<file path="src/rtl/s3_writeback_pkg.sv">
// Shared definitions for the stage-3 writeback block: opcode fields,
// CSR addresses, load and CSR funct3 codes, and writeback-select encodings.
package s3_writeback_pkg;

    // Opcode[6:2] values of the instruction classes seen in stage 3
    localparam logic [4:0] OPC5_LOAD   = 5'b00000;
    localparam logic [4:0] OPC5_OP_IMM = 5'b00100;
    localparam logic [4:0] OPC5_OP     = 5'b01100;
    localparam logic [4:0] OPC5_JAL    = 5'b11011;
    localparam logic [4:0] OPC5_JALR   = 5'b11001;
    localparam logic [4:0] OPC5_SYSTEM = 5'b11100;

    // CSR addresses
    localparam logic [11:0] CSR_TOHOST  = 12'h51E;
    localparam logic [11:0] CSR_CYCLE   = 12'hC00;
    localparam logic [11:0] CSR_INSTRET = 12'hC02;

    // Load funct3 codes
    localparam logic [2:0] F3_LB  = 3'b000;
    localparam logic [2:0] F3_LH  = 3'b001;
    localparam logic [2:0] F3_LW  = 3'b010;
    localparam logic [2:0] F3_LBU = 3'b100;
    localparam logic [2:0] F3_LHU = 3'b101;

    // CSR funct3 codes
    localparam logic [2:0] F3_CSRRW  = 3'b001;
    localparam logic [2:0] F3_CSRRS  = 3'b010;
    localparam logic [2:0] F3_CSRRC  = 3'b011;
    localparam logic [2:0] F3_CSRRWI = 3'b101;
    localparam logic [2:0] F3_CSRRSI = 3'b110;
    localparam logic [2:0] F3_CSRRCI = 3'b111;

    // Writeback source select; the reserved code behaves like ALU
    typedef enum logic [1:0] {
        WB_LOAD = 2'd0,
        WB_ALU  = 2'd1,
        WB_PC4  = 2'd2,
        WB_RSVD = 2'd3
    } wb_sel_e;

    // Only the plain and immediate "write" CSR forms modify a CSR
    function automatic logic csr_f3_writes(input logic [2:0] f3);
        return (f3 == F3_CSRRW) || (f3 == F3_CSRRWI);
    endfunction

endpackage

</file>
<file path="src/rtl/s3_writeback_load_extract.sv">
// Combinational load-data extraction: selects the byte or halfword
// addressed by the low address bits and sign- or zero-extends it.
module load_extract
    import s3_writeback_pkg::*;
(
    input  logic [31:0] dmem_rdata,
    input  logic [1:0]  off,
    input  logic [2:0]  funct3,
    output logic [31:0] result
);

    logic [7:0]  byte_sel;
    logic [15:0] half_sel;

    // Pick the addressed byte/halfword, then extend according to funct3
    always_comb begin
        byte_sel = dmem_rdata[7:0];
        case (off)
            2'd0: byte_sel = dmem_rdata[7:0];
            2'd1: byte_sel = dmem_rdata[15:8];
            2'd2: byte_sel = dmem_rdata[23:16];
            2'd3: byte_sel = dmem_rdata[31:24];
            default: byte_sel = dmem_rdata[7:0];
        endcase
        half_sel = off[1] ? dmem_rdata[31:16] : dmem_rdata[15:0];

        result = dmem_rdata;
        case (funct3)
            F3_LB:   result = {{24{byte_sel[7]}}, byte_sel};
            F3_LBU:  result = {24'd0, byte_sel};
            F3_LH:   result = {{16{half_sel[15]}}, half_sel};
            F3_LHU:  result = {16'd0, half_sel};
            default: result = dmem_rdata;
        endcase
    end

endmodule

</file>
<file path="src/rtl/s3_writeback.sv">
// Stage-3 writeback/retire block: register-file write port, CSR state
// (tohost and optional cycle/instret counters) and a one-entry registered
// forwarding copy of the last retired write.
// Define S3_COUNTERS_EN to build the cycle/instret counters; without it the
// counter CSRs read as zero.
module s3_writeback
    import s3_writeback_pkg::*;
#(
    parameter logic [11:0] CSR_TOHOST_ADDR  = CSR_TOHOST,
    parameter logic [11:0] CSR_CYCLE_ADDR   = CSR_CYCLE,
    parameter logic [11:0] CSR_INSTRET_ADDR = CSR_INSTRET
) (
    input  logic        clk,
    input  logic        rst,
    input  logic        valid_s3,
    input  logic        stall,
    input  logic [31:0] instruction_s3,
    input  logic [31:0] pc_s3,
    input  logic [31:0] alu_s3,
    input  logic [31:0] rs1_data_s3,
    input  logic [31:0] dmem_rdata,
    input  logic [1:0]  wb_sel,
    input  logic        reg_we,
    output logic        rf_we,
    output logic [4:0]  rf_waddr,
    output logic [31:0] rf_wdata,
    output logic        fwd_valid,
    output logic [4:0]  fwd_addr,
    output logic [31:0] fwd_data,
    output logic [31:0] tohost,
    output logic        retire
);

    logic [4:0]  opcode5;
    logic [2:0]  funct3;
    logic [4:0]  rd;
    logic [4:0]  zimm;
    logic [11:0] csr_addr;
    logic        is_csr;
    logic        tohost_wr;
    logic [31:0] load_data;
    logic [31:0] csr_rdata;
    logic [31:0] cycle_rd;
    logic [31:0] instret_rd;
    logic        unused_opcode_lsbs;

    logic [31:0] tohost_q, tohost_d;
    logic        fwd_valid_q, fwd_valid_d;
    logic [4:0]  fwd_addr_q, fwd_addr_d;
    logic [31:0] fwd_data_q, fwd_data_d;

    assign opcode5            = instruction_s3[6:2];
    assign funct3             = instruction_s3[14:12];
    assign rd                 = instruction_s3[11:7];
    assign zimm               = instruction_s3[19:15];
    assign csr_addr           = instruction_s3[31:20];
    assign unused_opcode_lsbs = ^instruction_s3[1:0];

    load_extract u_load_extract (
        .dmem_rdata (dmem_rdata),
        .off        (alu_s3[1:0]),
        .funct3     (funct3),
        .result     (load_data)
    );

    // Retire qualification and register-file write port; reset masks both
    always_comb begin
        retire   = valid_s3 & ~stall & ~rst;
        rf_waddr = rd;
        rf_we    = retire & reg_we & (rd != 5'd0);
        is_csr   = (opcode5 == OPC5_SYSTEM) && (funct3 != 3'd0);
    end

    // CSR read mux; counters return their value before this edge's increment
    always_comb begin
        csr_rdata = 32'd0;
        if (csr_addr == CSR_TOHOST_ADDR) begin
            csr_rdata = tohost_q;
        end else if (csr_addr == CSR_CYCLE_ADDR) begin
            csr_rdata = cycle_rd;
        end else if (csr_addr == CSR_INSTRET_ADDR) begin
            csr_rdata = instret_rd;
        end
    end

    // Writeback data select; load and link sources win over a CSR decode
    always_comb begin
        rf_wdata = alu_s3;
        if (wb_sel == WB_LOAD) begin
            rf_wdata = load_data;
        end else if (wb_sel == WB_PC4) begin
            rf_wdata = pc_s3 + 32'd4;
        end else if (is_csr) begin
            rf_wdata = csr_rdata;
        end
    end

    // Next-state for tohost and the forwarding entry; both hold unless retiring
    always_comb begin
        tohost_wr   = retire & is_csr & csr_f3_writes(funct3) &
                      (csr_addr == CSR_TOHOST_ADDR);
        tohost_d    = tohost_q;
        fwd_valid_d = fwd_valid_q;
        fwd_addr_d  = fwd_addr_q;
        fwd_data_d  = fwd_data_q;
        if (tohost_wr) begin
            tohost_d = (funct3 == F3_CSRRWI) ? {27'd0, zimm} : rs1_data_s3;
        end
        if (retire) begin
            fwd_valid_d = rf_we;
            fwd_addr_d  = rf_waddr;
            fwd_data_d  = rf_wdata;
        end
    end

    // tohost and forwarding registers with synchronous reset
    always_ff @(posedge clk) begin
        if (rst) begin
            tohost_q    <= 32'd0;
            fwd_valid_q <= 1'b0;
            fwd_addr_q  <= 5'd0;
            fwd_data_q  <= 32'd0;
        end else begin
            tohost_q    <= tohost_d;
            fwd_valid_q <= fwd_valid_d;
            fwd_addr_q  <= fwd_addr_d;
            fwd_data_q  <= fwd_data_d;
        end
    end

`ifdef S3_COUNTERS_EN
    logic [31:0] cycle_q, cycle_d;
    logic [31:0] instret_q, instret_d;

    // Free-running cycle count and retire count, both wrapping silently
    always_comb begin
        cycle_d   = cycle_q + 32'd1;
        instret_d = instret_q + {31'd0, retire};
    end

    // Counter registers with synchronous reset
    always_ff @(posedge clk) begin
        if (rst) begin
            cycle_q   <= 32'd0;
            instret_q <= 32'd0;
        end else begin
            cycle_q   <= cycle_d;
            instret_q <= instret_d;
        end
    end

    assign cycle_rd   = cycle_q;
    assign instret_rd = instret_q;
`else
    assign cycle_rd   = 32'd0;
    assign instret_rd = 32'd0;
`endif

    assign tohost    = tohost_q;
    assign fwd_valid = fwd_valid_q;
    assign fwd_addr  = fwd_addr_q;
    assign fwd_data  = fwd_data_q;

endmodule

</file>
<file path="config.mk">
export PLATFORM = sky130hd
export DESIGN_NAME = s3_writeback
export DESIGN_NICKNAME = d
export VERILOG_FILES = /design/src/rtl/s3_writeback_pkg.sv /design/src/rtl/s3_writeback_load_extract.sv /design/src/rtl/s3_writeback.sv
export SDC_FILE = /design/constraint.sdc
export NUM_CORES = 1
export LEC_CHECK = 0
export ABC_AREA = 1
export CORE_MARGIN = 2
export CORE_UTILIZATION = 45
export DETAILED_ROUTE_END_ITERATION = 10
export HOLD_SLACK_MARGIN = 0.12
export PLACE_DENSITY = 0.88
export SLEW_MARGIN = 5
export SYNTH_ARGS = -nofsm -noshare
export SYNTH_HDL_FRONTEND = slang
export SYNTH_SLANG_ARGS = --single-unit
</file>
<file path="constraint.sdc">
create_clock -name clk -period 3.3 [get_ports clk]
set_input_delay 0.33 -clock clk [delete_from_list [all_inputs] [get_ports clk]]
set_output_delay 0.33 -clock clk [all_outputs]
set_load 0.005 [all_outputs]
</file>
==> flow_metrics.tcl, run 1 <==
set metrics [dict create \
    rsz0062_at_grt "no" \
    p_int_uw 1900 \
    nFillCells 1047 \
    wl_um 23600 \
    setup_tns_ns 0 \
    maxSlewHeadroom_pct 53.6 \
    port_buffers 273 \
    hold_path_class "reg2reg" \
    yosysSeqAreaShare_pct 25.3 \
    cts_max_level 3 \
    endpoint_kind "output port" \
    first_global_vias 6769 \
    synth_top_area_cell "dfxtp_1" \
    place_congestion 1.02 \
    holdWs_ns 0.463 \
    post_cts_buffers 0 \
    fmax_ghz 0.319 \
    clock-sinks 70 \
    via_per_inst 5.27 \
    outcome "complete, no violations" \
    yosysUniqueCellTypes 37 \
    dp.cells 1372 \
    syn_inst 987 \
    netlist_area_mm2 0.00554 \
    ir_drop_uv 301 \
    antenna_found_initial 0 \
    netlist.area_leader.share_pct 25.3 \
    dp_hpwl_um 18900 \
    drv_slew 0 \
    syn_nets 1155 \
    start_kind "primary input" \
    dieArea_mm2 0.0132 \
    row_count 40 \
    cp_max_fo 7 \
    synth_area_leaders "dfxtp_1, nand2_1, nand3_1" \
    synth_enable_flop_cells 0 \
    clock_skew_ns 0.0110 \
    worstPathRequired_ns 2.97 \
    muxShareOfSynthArea_pct 1.02 \
    fin_crit_sh_pct 95.0 \
    synthSimpleGateAreaFrac_pct 44.8 \
    mostFrequentLayoutCells "nand2_1, clkdlybuf4s50_1, inv_1, nand3_1, nor2_1" \
    drive_gt1_share_pct 5.56 \
    root_buffer "clkbuf_16" \
    seq_power_share_pct 33.0 \
    synthAdderAreaFrac_pct 0.226 \
    syn_area_per_cell_um2 5.61 \
    grt_max_degree 70 \
    pre_cts_ws_ns 0.136 \
    crit_arrival_ns 2.81 \
    grt_pass1_wl_um 35400 \
    cts-buffers-inserted 9 \
    layout_commonest_cell "nand2_1" \
    ys_seq_elements 70 \
    leakagePower_uw 0.00398 \
    clock_latency_ns 0.33 \
    ant_nets 0 \
    p_sw_share_pct 29.6 \
    clk_path_buf_depth 2 \
    grtUsageTotal_pct 34.6 \
    multiInputGateArea_mm2 0.00342 \
    fp.dieW_um 115 \
    crit_chain "clkdlybuf4s50_1, inv_2, nand2_2, inv_1, nand2_1, nor2_1, nor4_1, nor2_1, nand2_1, clkdlybuf4s50_1" \
    drt_pass1_iterations 5 \
    layout.nets 1404 \
    io-pin-count 276 \
    drt_iter0_drc 698 \
    criticalPathCategory "in2out" \
    yosysWarnings 0 \
    period_needed_ns 3.14 \
    synth_compound_area_share_pct 15.2 \
    coreArea_mm2 0.0120 \
    seqCellArea_mm2 0.00140 \
    total_power_uw 2700 \
    gr-total-overflow 0 \
    stdcell_count 1388 \
    tightest_slew_ns 0.696 \
    synth_xor_area_share_pct 0.316 \
    finalSetupViolCount 0 \
    cts.reportedPaths.clkPinSlew_ns 0.06 \
    die_h_um 115 \
    wl_per_cell_um 17.0 \
    synth_top_family_by_area "simple AND/OR/NAND/NOR gates" \
    start_util_pct 46.1 \
    tritoncts "done" \
    diodes 0 \
    cpMaxStageDelayCell "clkdlybuf4s50_1" \
    fin_ws_ns 0.164 \
    synth-main-ff-cell "dfxtp_1" \
    ys_async_sr_fraction_pct 0 \
    hold_viol 0 \
    via_count 7319 \
    netSwitchingPower_uw 799 \
    clkPwrFrac_pct 37.8 \
    maxCapViolCount 0 \
    combPwrFrac_pct 29.2 \
    power_density_mw_per_mm2 312 \
    areaGrowthSynthToFinish_pct 56.0 \
    drc_errors 0 \
    cp_slowest_stage_delay_ns 0.69 \
]
-- metal layers --
layer | routed length, um | global-route usage, % | vias up
met5 | 0 | 0 | -
met4 | 773 | 11.2 | 0
met3 | 2280 | 8.12 | 45
met2 | 10900 | 58.7 | 372
met1 | 9670 | 43.5 | 3272
li1 | - | - | 3630
-- power groups by stage --
stage	clock network (uW)	logic, uW	registers (uW)
floorplan	0	303	911
global placement	0	767	908
detailed placement	0	772	910
CTS	1020	777	891
global route	1060	848	893
finish	1020	788	891
-- layout make-up --
| cell class | instances | share of cell area, % |
|---|---|---|
| Tap cell | 147 | 2.13 |
| Clock inverter | 6 | 0.796 |
| Clock buffer | 10 | 2.77 |
| Multi-Input combinational cell | 742 | 39.6 |
| Timing Repair Buffer | 288 | 33.1 |
| Inverter | 125 | 5.43 |
| Sequential cell | 70 | 16.2 |
-- worst max-delay path, delay by kind of cell --
| family | cells | cell delay, ns |
|---|---|---|
| buffers and inverters | 4 | 1.47 |
| AND/OR/NAND/NOR | 6 | 1.00 |
-- Yosys cell counts (6+ instances only) --
library cell and instances:
nand2_1 356, nand3_1 97, o21ai_1 46, inv_1 119
clkbuf_1 18, nand4_1 8, nor2_1 83, nand3_2 8
nand3b_1 6, dfxtp_1 70, buf_2 21, buf_4 7
a21oi_1 63, o21ai_0 29
-- flip-flops by register name (all words and copies together), names as in the netlist --
| signal | flops |
|---|---|
| fwd_addr | 5 |
| fwd_data | 32 |
| fwd_valid | 1 |
| tohost | 32 |
-- through the flow --
step / utilization [%] / area (um^2)
after floorplan: - / 5540
after global placement: 69.3 / 8330
after detailed placement: 69.3 / 8330
after CTS: 71.9 / 8630
after global routing: 71.9 / 8640
final: 71.9 / 8640
-- path summary, 6_finish.rpt --
kind,start,endpoint,slack (ns),cells past startpoint
setup / recovery,instruction_s3[12],rf_wdata[6],0.16,10
hold / removal,fwd_addr[1],fwd_addr[1],0.46,2
setup reg to reg,tohost[5],fwd_data[5],2.13,4
hold reg to reg,fwd_addr[1],fwd_addr[1],0.46,2
-- kinds of logic after synthesis --
family                     Yosys count
adders and majority gates            1
DFF                                 70
AOI/OAI and AO/OA                  157
buffers and inverters              175
muxes                                5
xor gates and xnor gates             2
and+or+nand+nor                    577
-- timing repair --
action / CTS / global route
resized for setup: 0 / 2
setup endpoints to repair: 0 / 4
endpoints found under the hold margin: 0 / 0
hold buffers: 0 / 0
Note: power is estimated with default switching activity, not from simulation.
==> inputs of run 2 (changes only) <==
--- a/config.mk
+++ b/config.mk
@@ -6,6 +6,7 @@
 export NUM_CORES = 1
 export LEC_CHECK = 0
 export ABC_AREA = 1
+export CORE_ASPECT_RATIO = 1.25
 export CORE_MARGIN = 2
 export CORE_UTILIZATION = 45
 export DETAILED_ROUTE_END_ITERATION = 10
==> flow_metrics.tcl, run 2 (synthesis gave the netlist of run 1 again) <==
set metrics [dict create \
    port_buffers 273 \
    crit_chain "clkdlybuf4s50_1, nand2_1, inv_1, nand3_1, nor2_8, nand2_2, o21ai_1, nand2_1, a31oi_1, clkdlybuf4s50_1" \
    drc_errors 0 \
    leakagePower_uw 0.00398 \
    first_global_vias 7061 \
    grt_use_met3_pct 7.20 \
    outcome "complete, no violations" \
    min_from "tohost[30]" \
    drt_pass1_iterations 5 \
    cts.reportedPaths.clkPinSlew_ns 0.06 \
    io-pin-count 276 \
    pre_cts_ws_ns 0.178 \
    tightest_slew_ns 0.710 \
    grt.met2_usage_pct 59.0 \
    cp_slowest_stage_delay_ns 0.52 \
    worstPathRequired_ns 2.97 \
    hold_path_end "tohost[30]" \
    row_count 45 \
    dieArea_mm2 0.0132 \
    p_int_uw 1900 \
    seq_power_share_pct 33.0 \
    tritoncts "done" \
    clock_latency_ns 0.34 \
    fin_ws_ns 0.158 \
    drv_slew 0 \
    wl_um 23700 \
    grt.met1_usage_pct 42.2 \
    p_sw_share_pct 29.6 \
    power_density_mw_per_mm2 311 \
    antenna_found_initial 0 \
    dp_hpwl_um 19300 \
    period_needed_ns 3.14 \
    cts-buffers-inserted 9 \
    start_kind "primary input" \
    gr-max-usage-layer "met2" \
    ant_nets 0 \
    cts_resized 0 \
    rsz0062_at_grt "no" \
    hold_path_class "reg2reg" \
    drive_gt1_share_pct 5.71 \
    post_cts_buffers 0 \
    combPwrFrac_pct 29.4 \
    final_area_mm2 0.00868 \
    setup_tns_ns 0 \
    gr-total-overflow 0 \
    start_util_pct 45.8 \
    crit_arrival_ns 2.81 \
    clkPwrFrac_pct 37.6 \
    grt_pass1_wl_um 36200 \
    mostFrequentLayoutCells "nand2_1, clkdlybuf4s50_1, inv_1, nand3_1, nor2_1" \
    grtUsageTotal_pct 35.9 \
    hold_depth 2 \
    clock-sinks 70 \
    fmax_ghz 0.318 \
    areaGrowthSynthToFinish_pct 56.6 \
    cts_max_level 3 \
    post_dp_cell_area_mm2 0.00837 \
    cpMaxStageDelayCell "clkdlybuf4s50_1" \
    root_buffer "clkbuf_16" \
    ir_drop_uv 242 \
    cts-hold-fix-buffers 0 \
    clock_skew_ns 0.00814 \
    hold_viol 0 \
    fp.dieW_um 103 \
    worst-r2r-setup-slack_ns 2.24 \
    netSwitchingPower_uw 799 \
    layout_commonest_cell "nand2_1" \
    maxCapViolCount 0 \
    criticalPathCategory "in2out" \
    place_congestion 0.991 \
    coreArea_mm2 0.0121 \
    drt_iter0_drc 477 \
    layout.nets 1407 \
    finalSetupViolCount 0 \
    r2r_cells 6 \
    via_per_inst 5.27 \
    endpoint_kind "output port" \
    maxSlewHeadroom_pct 52.7 \
    rr_startpoint "tohost[27]" \
    grt_max_degree 70 \
    fin_crit_sh_pct 95.2 \
    r2r-end "fwd_data[27]" \
    total_power_uw 2700 \
    cp_max_fo 20 \
    die_h_um 128 \
    via_count 7423 \
    wl_per_cell_um 16.8 \
    diodes 0 \
    clk_path_buf_depth 2 \
]
-- run 2: cell count changes in the layout (fill, tap and decap cells not counted), sizes merged --
cell / before / now
buf: 15 / 18
-- run 2: worst max-delay path by stage --
stage          slack, ns           end               from  depth (start not counted)
6_report            0.16  rf_wdata[27]  instruction_s3[4]                         10
3_5_place_dp        0.18  rf_wdata[27]  instruction_s3[4]                         10
3_3_place_gp        0.22  rf_wdata[27]  instruction_s3[4]                         10
4_1_cts             0.17  rf_wdata[27]  instruction_s3[4]                         10
5_1_grt             0.02  rf_wdata[27]  instruction_s3[3]                          9
2_1_floorplan       1.57  rf_wdata[27]  instruction_s3[3]                          8
-- run 2: stage by stage --
stage	instances	util (%)	hold slack, ns
6_report	1408	71.7	0.468
5_1_grt	1408	71.7	0.486
4_1_cts	1408	71.7	0.466
3_5_place_dp	1392	69.1	0.457
3_3_place_gp	1392	69.1	0.451
2_1_floorplan	987	-	0.402
-- run 2: critical path, delay by kind of cell --
family | cells | cell delay (ns)
AO/OA/AOI/OAI | 2 | 0.46
AND/OR/NAND/NOR | 5 | 0.91
buffers and inverters | 3 | 1.10
-- run 2: area by class of cell --
cell class                 instances  area (um^2)
sequential                        70         1400
multi-input combinational        742         3410
timing repair buffer             291         2880
inverter                         125          469
clock inverter                     6         68.8
clock buffer                      10          239
fill                            1072         3430
tap                              164          205
-- run 2: per-layer routing --
layer,vias to the layer above,routed length [um]
li1,3637,-
met1,3299,8980
met2,391,11300
met3,96,1830
met4,0,1660
met5,-,0
-- run 2: power groups by stage --
stage / registers (uW) / logic (uW) / clock network [uW]
global placement: 907 / 775 / 0
floorplan: 911 / 303 / 0
global route: 894 / 854 / 1050
detailed placement: 909 / 781 / 0
finish: 891 / 793 / 1020
CTS: 890 / 786 / 1020
